$ cat config.mk
export PLATFORM = sky130hd
export DESIGN_NAME = imm_extender
export DESIGN_NICKNAME = d
export VERILOG_FILES = /design/src/rtl/ext_pkg.sv /design/src/rtl/ext_core.sv /design/src/rtl/imm_extender.sv
export SDC_FILE = /design/constraint.sdc
export NUM_CORES = 1
export LEC_CHECK = 0
export ABC_AREA = 1
export CELL_PAD_IN_SITES_DETAIL_PLACEMENT = 1
export CELL_PAD_IN_SITES_GLOBAL_PLACEMENT = 1
export CORE_MARGIN = 2
export CORE_UTILIZATION = 21
export CTS_BUF_LIST = sky130_fd_sc_hd__clkbuf_8
export CTS_CLUSTER_DIAMETER = 100
export DETAILED_ROUTE_END_ITERATION = 12
export PLACE_DENSITY_LB_ADDON = 0.1
export SKIP_LAST_GASP = 1
export SLEW_MARGIN = 20
export SYNTH_ARGS = -nofsm -noshare
export SYNTH_HDL_FRONTEND = slang
export SYNTH_SLANG_ARGS = --single-unit
$ cat constraint.sdc
create_clock -name clk -period 2.1 [get_ports clk]
set_clock_uncertainty 0.1 [all_clocks]
set_input_delay 0.42 -clock clk [delete_from_list [all_inputs] [get_ports clk]]
set_output_delay 0.42 -clock clk [all_outputs]
set_load 0.01 [all_outputs]
$ cat src/rtl/ext_pkg.sv
// Shared definitions for immediate extension: extop codes, default widths, sext helper.
// Latency: none (types, constants and a pure function only).
// Backpressure: not applicable.
package ext_pkg;

  localparam logic EXT_ZERO = 1'b0;
  localparam logic EXT_SIGN = 1'b1;

  localparam int IMM_W_DEF = 16;
  localparam int OUT_W_DEF = 32;

  // Sign-extend a default-width immediate to the default datapath width.
  function automatic logic [OUT_W_DEF-1:0] sext(input logic [IMM_W_DEF-1:0] imm);
    return {{(OUT_W_DEF-IMM_W_DEF){imm[IMM_W_DEF-1]}}, imm};
  endfunction

endpackage

$ cat src/rtl/ext_core.sv
// Zero/sign extension of an IMM_W immediate to OUT_W bits.
// Latency: purely combinational, zero cycles.
// Backpressure: none, output follows inputs continuously.
module ext_core
  import ext_pkg::*;
#(
  parameter int IMM_W = IMM_W_DEF,
  parameter int OUT_W = OUT_W_DEF
) (
  input  logic [IMM_W-1:0] imm,
  input  logic             extop,
  output logic [OUT_W-1:0] extout
);

  // The fill bit is the immediate MSB gated by the sign request, so an X on
  // extop shows up in the upper bits whenever it could change the result.
  generate
    if (OUT_W > IMM_W) begin : g_widen
      logic fill;
      assign fill   = imm[IMM_W-1] & (extop == EXT_SIGN);
      assign extout = {{(OUT_W-IMM_W){fill}}, imm};
    end else begin : g_same
      // Equal widths: nothing to extend, extop has no effect.
      logic unused_extop;
      assign unused_extop = extop;
      assign extout       = imm;
    end
  endgenerate

endmodule

$ cat src/rtl/imm_extender.sv
// Immediate extender: combinational extout plus registered extout/lui/branch-offset copies.
// Latency: extout 0 cycles; registered outputs 1 cycle after an edge with en=1.
// Backpressure: none; en gates capture, valid_r stays set until reset.
module imm_extender
  import ext_pkg::*;
#(
  parameter int IMM_W = IMM_W_DEF,
  parameter int OUT_W = OUT_W_DEF   // must be at least IMM_W + 2
) (
  input  logic [IMM_W-1:0] imm,
  output logic [OUT_W-1:0] extout,
  input  logic             extop,
  input  logic             clk,
  input  logic             rst,
  input  logic             en,
  output logic [OUT_W-1:0] extout_r,
  output logic [OUT_W-1:0] lui_r,
  output logic [OUT_W-1:0] boff_r,
  output logic             valid_r
);

  logic [OUT_W-3:0] boff_sext;
  logic [OUT_W-1:0] boff;
  logic [OUT_W-1:0] lui;

  // Datapath extension selected by the decoder.
  ext_core #(
    .IMM_W (IMM_W),
    .OUT_W (OUT_W)
  ) u_ext_main (
    .imm    (imm),
    .extop  (extop),
    .extout (extout)
  );

  // Branch offset is always signed; only the bits that survive the
  // shift by two are produced.
  ext_core #(
    .IMM_W (IMM_W),
    .OUT_W (OUT_W-2)
  ) u_ext_boff (
    .imm    (imm),
    .extop  (EXT_SIGN),
    .extout (boff_sext)
  );

  assign boff = {boff_sext, 2'b00};
  assign lui  = {imm, {(OUT_W-IMM_W){1'b0}}};

  // Capture stage: reset wins over enable, otherwise hold unless en is high.
  always_ff @(posedge clk) begin
    if (rst) begin
      extout_r <= '0;
      lui_r    <= '0;
      boff_r   <= '0;
      valid_r  <= 1'b0;
    end else if (en) begin
      extout_r <= extout;
      lui_r    <= lui;
      boff_r   <= boff;
      valid_r  <= 1'b1;
    end
  end

endmodule

==> out/metrics.yaml, run 1 <==
status:
  run_status: "complete, no violations"
clock_network:
  cts_buffers: 3
  cts_tree: "done"
  clk_pin_slew_ns: 0.07
  clkSinkCount: 18
  postCtsSetupBuffers: 0
  clockBufferDepth: 2
  clock_latency_ns: 0.25
  cts-root-buf: "clkbuf_8"
  postCtsHoldBufs: 0
  htreeDepth: 1
routing:
  drt_iter0_drc: 10
  post-route-drc-count: 0
  ant_nets: 0
  first_pass_iters: 4
  wl_mm: 3.68
  vias_per_cell: 3.41
  wire_per_inst_um: 11.2
  vias: 1123
placement:
  place_area_sq_um: 2180
  dp_hpwl_mm: 2.99
  post-place-ws_ns: -0.146
  place.gp.congestion: 0.663
  port_buffers: 130
critical_path:
  cp_slowest_cell: "clkdlybuf4s50_1"
  critPathRequiredTime_ns: 1.58
  critPathMaxStageDelay_ns: 0.56
  path_cells: "clkdlybuf4s50_1 -> clkdlybuf4s50_1"
  worstSetupStartpoint: "imm[6]"
  worst-path-buf-inv: 2
  cp_top_family: "buffers and inverters"
  path_depth: 2
  cp.arrival_ns: 1.47
  cpMostUsedCell: "clkdlybuf4s50_1"
  end_kind: "primary output"
  r2r-start: "extout_r[15]"
  path_max_fanout: 2
  crit_type: "input pin to primary output"
  crit_path_start_kind: "input pin"
  rr_worst_depth: 3
logic_synthesis:
  synthArstFlopShare_pct: 0
  ys.flop_type: "dfxtp_1"
  synthMuxAreaShare_pct: 0
  synth_top_family_by_area: "buffers and inverters"
  synth-xor-area-share_pct: 0
  synth_area_sq_um: 1510
  yosysMostFrequentCell: "buf_4"
  synth_area_leaders: "buf_4, dfxtp_1, nor2_1"
  synth_top_area_share_pct: 55.0
  synth_edf_count: 0
  syn_avg_cell_area_sq_um: 7.93
  syn_inst: 191
  synth.distinct_cells: 15
  ys_ff_latch: 18
  ys_seq_area_share_pct: 23.8
  synthAdderAreaFrac_pct: 0
  synth_compound_area_share_pct: 5.95
  yosys.area.top_type: "buf_4"
  yosys_warnings: 0
  synthSimpleGateAreaFrac_pct: 10.6
  synth_common_cells: "buf_4, nor2_1, dfxtp_1"
cells_and_area:
  multi_input_area_sq_um: 318
  nets: 254
  n_fill_cell: 812
  syn_to_final_growth_pct: 46.3
  drive_gt1_share_pct: 9.87
  antenna_cells: 0
  regArea_sq_um: 362
  final_area_sq_um: 2210
floorplan:
  die_h_um: 88.9
  coreArea_sq_um: 6870
  start_util_pct: 22.0
  dieWidth_um: 88.9
  io_pins: 149
  placement_rows: 30
  dieArea_sq_um: 7900
power_and_ir_drop:
  power_mw: 1.12
  peakVddDrop_v: 0.000271
  power_leakage_nw: 0.928
  p_per_area_nw_per_um2: 506
grt:
  grt_pass1_vias: 972
  grt_pass1_wl_mm: 4.91
  gr-total-overflow: 0
  grt_max_degree: 19
  antenna_found_initial: 0
  globalRouteTotalUtil_pct: 8.01
timing:
  final.min_clock_period_ns: 1.99
  period_share_pct: 95.0
  final-setup-viol-count: 0
  fmax_mhz: 501
  maxSlewViolCount: 0
  finalHoldViolations: 0
  rsz0062_at_grt: "false"
  fin_ws_ns: 0.105
hold_path:
  hold_start: "valid_r"
  hold_depth: 2
  worst_hold_path_type: "register to register"
flow_run:
  cap_violations: 0
==> registers in the layout, summed over array words and instances, names as in the netlist <==
register  cells
valid_r       1
extout_r     17
==> final timing paths <==
path                   to  slack, ns
max reg2reg  extout_r[15]       1.22
min reg2reg       valid_r       0.38
max             extout[6]       0.11
min               valid_r       0.38
==> through the flow <==
step / util (%) / hold slack, ns / TNS [ns] / std cells
after CTS: 32.2 / 0.384 / 0 / 329
after detailed placement: 31.7 / 0.365 / -2.20 / 325
final: 32.2 / 0.376 / 0 / 329
after global routing: 32.2 / 0.427 / 0 / 329
after global placement: 31.7 / 0.345 / -2.27 / 325
after floorplan: - / 0.387 / 0 / 208
==> cells by family after synthesis <==
family	count (synthesis)
AOI/OAI and AO/OA	18
buffers and inverters	118
DFF	18
other	1
and+or+nand+nor	36
==> cells in the final DEF (no fill, tap or decap) <==
| cell | synthesis | final |
|---|---|---|
| clkdlybuf4s50_1 | 0 | 113 |
| nor2_1 | 25 | 25 |
| conb_1 | 1 | 18 |
| dfxtp_1 | 18 | 17 |
| dlygate4sd2_1 | 0 | 16 |
| nor2_2 | 10 | 10 |
| o21ai_1 | 9 | 9 |
| o21ai_0 | 8 | 8 |
| buf_4 | 111 | 5 |
| clkbuf_8 | 0 | 4 |
| nand2_1 | 1 | 1 |
| inv_1 | 1 | 1 |
| inv_8 | 1 | 1 |
| inv_2 | 1 | 1 |
| a21oi_1 | 1 | 1 |
| dfxtp_2 | 0 | 1 |
| dlymetal6s2s_1 | 0 | 1 |
| buf_12 | 1 | 1 |
==> metal layers <==
layer / share of wire (%) / GRT usage [%] / wire (um)
met2: 50 / 14.5 / 1840
met5: 0 / 0 / 0
met1: 37 / 9.09 / 1370
met4: 0.90 / 1.65 / 33
met3: 12 / 2.86 / 425
==> tightest hold or removal path: stages, from the launching register on <==
cell     delay [ns]
dfxtp_1        0.34
nor2_1         0.04
nor2_1         0.06
==> area by class of cell <==
class                           instances  share of cell area [%]
Inverter                                3                   0.847
Sequential cell                        18                    16.3
Tap cell                               96                    5.42
Multi-Input combinational cell         72                    14.4
Clock buffer                            4                    2.49
Timing Repair Buffer                  136                    60.6
==> report_power, final <==
| part | internal [mW] | switching, mW |
|---|---|---|
| logic | 0.259 | 0.184 |
| registers | 0.366 | 0.0253 |
| clock network | 0.167 | 0.119 |
==> timing repair <==
| item | CTS | global route |
|---|---|---|
| endpoints found under the hold margin | 0 | 0 |
| setup endpoints to repair | 16 | 17 |
| gates resized for setup | 16 | 2 |
Power figures use the tool's default switching activity.
==> run 2: changes to the inputs <==
ABC_AREA = not set   (was 1)
SKIP_LAST_GASP = not set   (was 1)
==> run 2 against run 1 <==
Against the previous run:
- critical path depth is the same
- wire length fell by 6.0%
- fmax rose by 0.48%
- clock power down 16%
- global-route usage shrank 0.38 points
- register-to-register slack improved by 0.03 ns
- die area fell by 1.3%
- critical path type unchanged
- highest routed layer unchanged
==> out/metrics.yaml, run 2 <==
status:
  run_status: "complete, no violations"
cells_and_area:
  nets: 234
  largest_register_ffs: 17
  layout_common_cells: "clkdlybuf4s50_1, nor2_1, conb_1"
  top_regs: "extout_r: 17 flops, valid_r: 1 flops"
  largest-register: "extout_r"
  regArea_sq_um: 363
  syn_to_final_growth_pct: 46.8
  antenna_cells: 0
  n_fill_cell: 792
  drive_gt1_share_pct: 5.19
  mostFrequentLayoutCell: "clkdlybuf4s50_1"
  multi_input_area_sq_um: 323
logic_synthesis:
  ys_seq_area_share_pct: 24.1
  synth_edf_count: 0
  yosysMostFrequentCell: "buf_4"
  ys_ff_latch: 18
  synth_area_leaders: "buf_4, dfxtp_1, mux2i_1"
  synth_area_sq_um: 1490
  synth.distinct_cells: 12
  yosys_warnings: 0
  synthArstFlopShare_pct: 0
  yosys.area.top_type: "buf_4"
  synth_top_area_share_pct: 55.8
  synth_common_cells: "buf_4, dfxtp_1, nor2_1"
  ys.flop_type: "dfxtp_1"
  syn_inst: 172
  syn_avg_cell_area_sq_um: 8.69
timing:
  fin_ws_ns: 0.115
  final-setup-viol-count: 0
  fmax_mhz: 504
  tns_ns: 0
  finalHoldViolations: 0
  final.min_clock_period_ns: 1.99
  rsz0062_at_grt: "false"
  maxSlewViolCount: 0
  period_share_pct: 94.5
  hold-worst-slack_ns: 0.373
clock_network:
  clk_pin_slew_ns: 0.07
  cts_tree: "done"
  cts_buffers: 3
  clock_latency_ns: 0.25
  clkSinkCount: 18
  htreeDepth: 1
  postCtsSetupBuffers: 0
  cts-root-buf: "clkbuf_8"
  postCtsHoldBufs: 0
  clockBufferDepth: 2
power_and_ir_drop:
  p_per_area_nw_per_um2: 462
  switching_share_pct: 28.8
  p_switching_mw: 0.292
  p_seq_share_pct: 38.2
  peakVddDrop_v: 0.000163
  comb_power_share_pct: 38.0
  internal_power_mw: 0.722
  power_leakage_nw: 0.931
  clockPowerShare_pct: 23.8
routing:
  vias: 1033
  first_pass_iters: 2
  vias_per_cell: 3.35
  ant_nets: 0
  wl_mm: 3.45
  post-route-drc-count: 0
  drt_iter0_drc: 7
  wire_per_inst_um: 11.2
floorplan:
  start_util_pct: 21.9
  io_pins: 149
  dieWidth_um: 88.3
  die_h_um: 88.3
  coreArea_sq_um: 6830
  placement_rows: 30
  dieArea_sq_um: 7800
grt:
  grt_pass1_vias: 941
  antenna_found_initial: 0
  grt_max_degree: 20
  grt_pass1_wl_mm: 4.67
  globalRouteTotalUtil_pct: 7.64
  gr-total-overflow: 0
placement:
  place.gp.congestion: 0.640
  dp_hpwl_mm: 2.75
  post-place-ws_ns: -0.174
  port_buffers: 130
critical_path:
  crit_path_start_kind: "input pin"
  critPathMaxStageDelay_ns: 0.56
  worst-path-buf-inv: 2
  cp_slowest_cell: "clkdlybuf4s50_1"
  end_kind: "primary output"
  path_cells: "clkdlybuf4s50_1 -> clkdlybuf4s50_1"
  critPathRequiredTime_ns: 1.58
  cp_top_family: "buffers and inverters"
  path_max_fanout: 2
  crit_type: "input pin to primary output"
  cp.arrival_ns: 1.47
  cpMostUsedCell: "clkdlybuf4s50_1"
flow_run:
  cap_violations: 0
hold_path:
  worst_hold_path_type: "register to register"
==> run 2: final timing paths <==
kind                     start      endpoint  slack, ns  cells past startpoint
hold reg to reg        valid_r       valid_r       0.37                      2
setup / recovery        imm[4]     extout[4]       0.11                      2
setup reg to reg  extout_r[16]  extout_r[16]       1.25                      2
hold / removal         valid_r       valid_r       0.37                      2
==> run 2: kinds of logic (layout without fill, tap and decap cells) <==
group	Yosys count	count (layout)	share of synthesized area, %
buffers and inverters	115	138	58.5
AND/OR/NAND/NOR	21	21	6.03
flip-flops	18	18	24.1
multiplexers	16	16	10.7
other	1	18	0.251
AO/OA/AOI/OAI	1	1	0.335
==> run 2: tightest hold or removal path: stages (launching register included) <==
cell     delay (ns)
dfxtp_1        0.31
nor2_1         0.08
nor2_1         0.04
==> run 2: per-stage QoR <==
stage	utilization (%)	cell area [sq um]	cells	total power, mW
detailed placement	31.7	2170	305	0.799
global route	32.1	2190	308	1.08
global placement	31.7	2170	305	0.794
CTS	32.0	2190	308	1.04
floorplan	-	1560	189	0.668
finish	32.1	2190	308	1.01
==> run 2: cell type report <==
cell class / instances / area share [%]
clock buffers: 3 / 1.88
multi-input cells: 56 / 14.7
flip-flops and latches: 18 / 16.5
well taps: 96 / 5.48
repair buffers: 135 / 61.4
==> run 2: what timing repair did <==
item / CTS / global route
gates cloned: 0 / 0
pin swaps: 0 / 0
endpoints found under the setup margin: 16 / 34
endpoints found under the hold margin: 0 / 0
gates resized for setup: 16 / 3
==> run 2: power by group through the flow <==
stage | Combinational (mW) | Clock (mW) | Sequential, mW
CTS | 0.393 | 0.261 | 0.388
floorplan | 0.267 | 0 | 0.400
global route | 0.411 | 0.274 | 0.392
detailed placement | 0.403 | 0 | 0.396
global placement | 0.402 | 0 | 0.393
finish | 0.385 | 0.241 | 0.387
==> run 2: per-layer routing <==
metal  wire length [um]  vias up  global-route usage [%]
met5                  0        -                       0
li1                   -      487                       -
met1               1300      457                    8.18
met3                386        5                    1.77
met2               1720       84                    14.4
met4                 41        0                    2.89
==> run 3: changes to the inputs <==
CORE_UTILIZATION = 20   (was 21)
clock period = 1.9 ns   (was 2.1 ns; I/O delays follow)
==> run 3 against run 2 <==
Against the previous run:
- combinational power rose by 12%
- largest cell class unchanged
- critical endpoint is now extout[14]
- critical path depth did not move
- clock power grew 32%
- via count did not move
- core utilization decreased by 0.75 points
- setup slack got worse by 0.093 ns
- register-to-register slack worse by 0.14 ns
- highest routed layer unchanged
- die area up 4.8%
- wire length up 3.9%
- non-clock buffer count unchanged
- total power rose by 16%
==> out/metrics.yaml, run 3 (synthesized netlist as in run 2, its figures left out) <==
cells_and_area:
  mostFrequentLayoutCell: "clkdlybuf4s50_1"
  drive_gt1_share_pct: 13.6
  layout_common_cells: "clkdlybuf4s50_1, nor2_1, conb_1"
  syn_to_final_growth_pct: 52.3
  n_fill_cell: 827
  top_regs: "extout_r: 17 flops, valid_r: 1 flops"
  largest-register: "extout_r"
  antenna_cells: 0
  largest_register_ffs: 17
  instances_no_fill: 312
  nets: 234
  final_area_sq_um: 2270
  post-route-util_pct: 31.4
grt:
  antenna_found_initial: 0
  grt_pass1_wl_mm: 5.68
  grt_pass1_vias: 1036
  globalRouteTotalUtil_pct: 8.49
  gr-total-overflow: 0
  grt_max_degree: 20
power_and_ir_drop:
  p_switching_mw: 0.333
  switching_share_pct: 28.3
  peakVddDrop_v: 0.000235
  p_per_area_nw_per_um2: 517
  power_mw: 1.18
  comb_power_share_pct: 36.8
  power_leakage_nw: 0.977
  clockPowerShare_pct: 27.0
  internal_power_mw: 0.843
  p_seq_share_pct: 36.2
routing:
  vias: 1033
  drt_iter0_drc: 16
  wl_mm: 3.59
  post-route-drc-count: 0
  ant_nets: 0
  first_pass_iters: 2
  wire_per_inst_um: 11.5
  vias_per_cell: 3.31
timing:
  hold-worst-slack_ns: 0.378
  fmax_mhz: 532
  rsz0062_at_grt: "false"
  final.min_clock_period_ns: 1.88
  fin_ws_ns: 0.0219
  period_share_pct: 98.8
  final-setup-viol-count: 0
  maxSlewViolCount: 0
  finalHoldViolations: 0
  tns_ns: 0
clock_network:
  cts_buffers: 3
  clockBufferDepth: 2
  clock_latency_ns: 0.25
  clkSinkCount: 18
  htreeDepth: 1
  cts-root-buf: "clkbuf_8"
  postCtsHoldBufs: 0
  cts_tree: "done"
  clk_pin_slew_ns: 0.07
floorplan:
  io_pins: 149
  start_util_pct: 20.6
  dieWidth_um: 90.4
  die_h_um: 90.4
  placement_rows: 31
  coreArea_sq_um: 7250
  dieArea_sq_um: 8180
critical_path:
  crit_type: "input pin to primary output"
  r2r-start: "extout_r[15]"
  cp.arrival_ns: 1.40
  reg2reg_slack_ns: 1.11
  critPathRequiredTime_ns: 1.42
  r2r_end: "extout_r[15]"
  end_kind: "primary output"
  cpMostUsedCell: "clkdlybuf4s50_1"
  critPathMaxStageDelay_ns: 0.54
  crit_path_start_kind: "input pin"
  worst-path-buf-inv: 2
  path_max_fanout: 2
  cp_top_family: "buffers and inverters"
  rr_worst_depth: 2
  cp_slowest_cell: "clkdlybuf4s50_1"
  path_cells: "clkdlybuf4s50_1 -> clkdlybuf4s50_1"
placement:
  dp_hpwl_mm: 2.81
  place.gp.congestion: 0.636
  port_buffers: 130
  place_area_sq_um: 2170
  placed_cells_incl_taps: 308
  post-place-ws_ns: -0.344
hold_path:
  min_to: "valid_r"
  hold_depth: 2
  worst_hold_path_type: "register to register"
  hold_start: "valid_r"
flow_run:
  cap_violations: 0
status:
  run_status: "complete, no violations"
run 3: cell types whose count changed in the layout (fill, tap and decap cells not counted):
cell / previous run / this run
dfxtp_2: 2 / 0
dfxtp_4: 0 / 2
and2_4: 0 / 1
clkbuf_8: 3 / 4
clkdlybuf4s15_2: 0 / 16
dlygate4sd2_1: 16 / 3
clkdlybuf4s50_1: 113 / 102
and2_1: 1 / 0
dlymetal6s2s_1: 1 / 9
run 3: how the worst max path moves through the flow:
stage,to,depth (start not counted),startpoint,slack (ns)
3_5_place_dp,extout[30],4,extop,-0.34
6_report,extout[14],2,imm[14],0.02
4_1_cts,extout[30],4,extop,0.0005
3_3_place_gp,extout[24],4,extop,-0.27
2_1_floorplan,extout[16],2,extop,0.49
5_1_grt,extout[1],2,imm[1],0.001
run 3: area by class of cell:
| class | instances | area, sq um | area share (%) |
|---|---|---|---|
| clock buffer | 4 | 55.1 | 2.42 |
| multi-input combinational | 56 | 325 | 14.3 |
| sequential | 18 | 368 | 16.2 |
| tap | 99 | 124 | 5.45 |
| timing repair buffer | 135 | 1400 | 61.7 |
run 3: what timing repair did:
item,in CTS,in global routing
cloned,0,0
resized for setup,54,11
setup buffers,0,0
setup endpoints to repair,52,49
hold endpoints to repair,0,0
run 3: power groups by stage:
stage                     combinational, mW  sequential, mW  clock (mW)
after floorplan                       0.296           0.443           0
after global placement                0.445           0.434           0
after detailed placement              0.447           0.437           0
after CTS                             0.442           0.429       0.340
after global routing                  0.459           0.433       0.372
final                                 0.432           0.426       0.318
run 3: routing by layer:
metal,track usage [%],vias to the layer above,routed length [um]
met5,0,-,0
met4,1.92,0,21
met3,3.34,4,382
met2,15.4,85,1770
met1,9.34,460,1410
li1,-,484,-
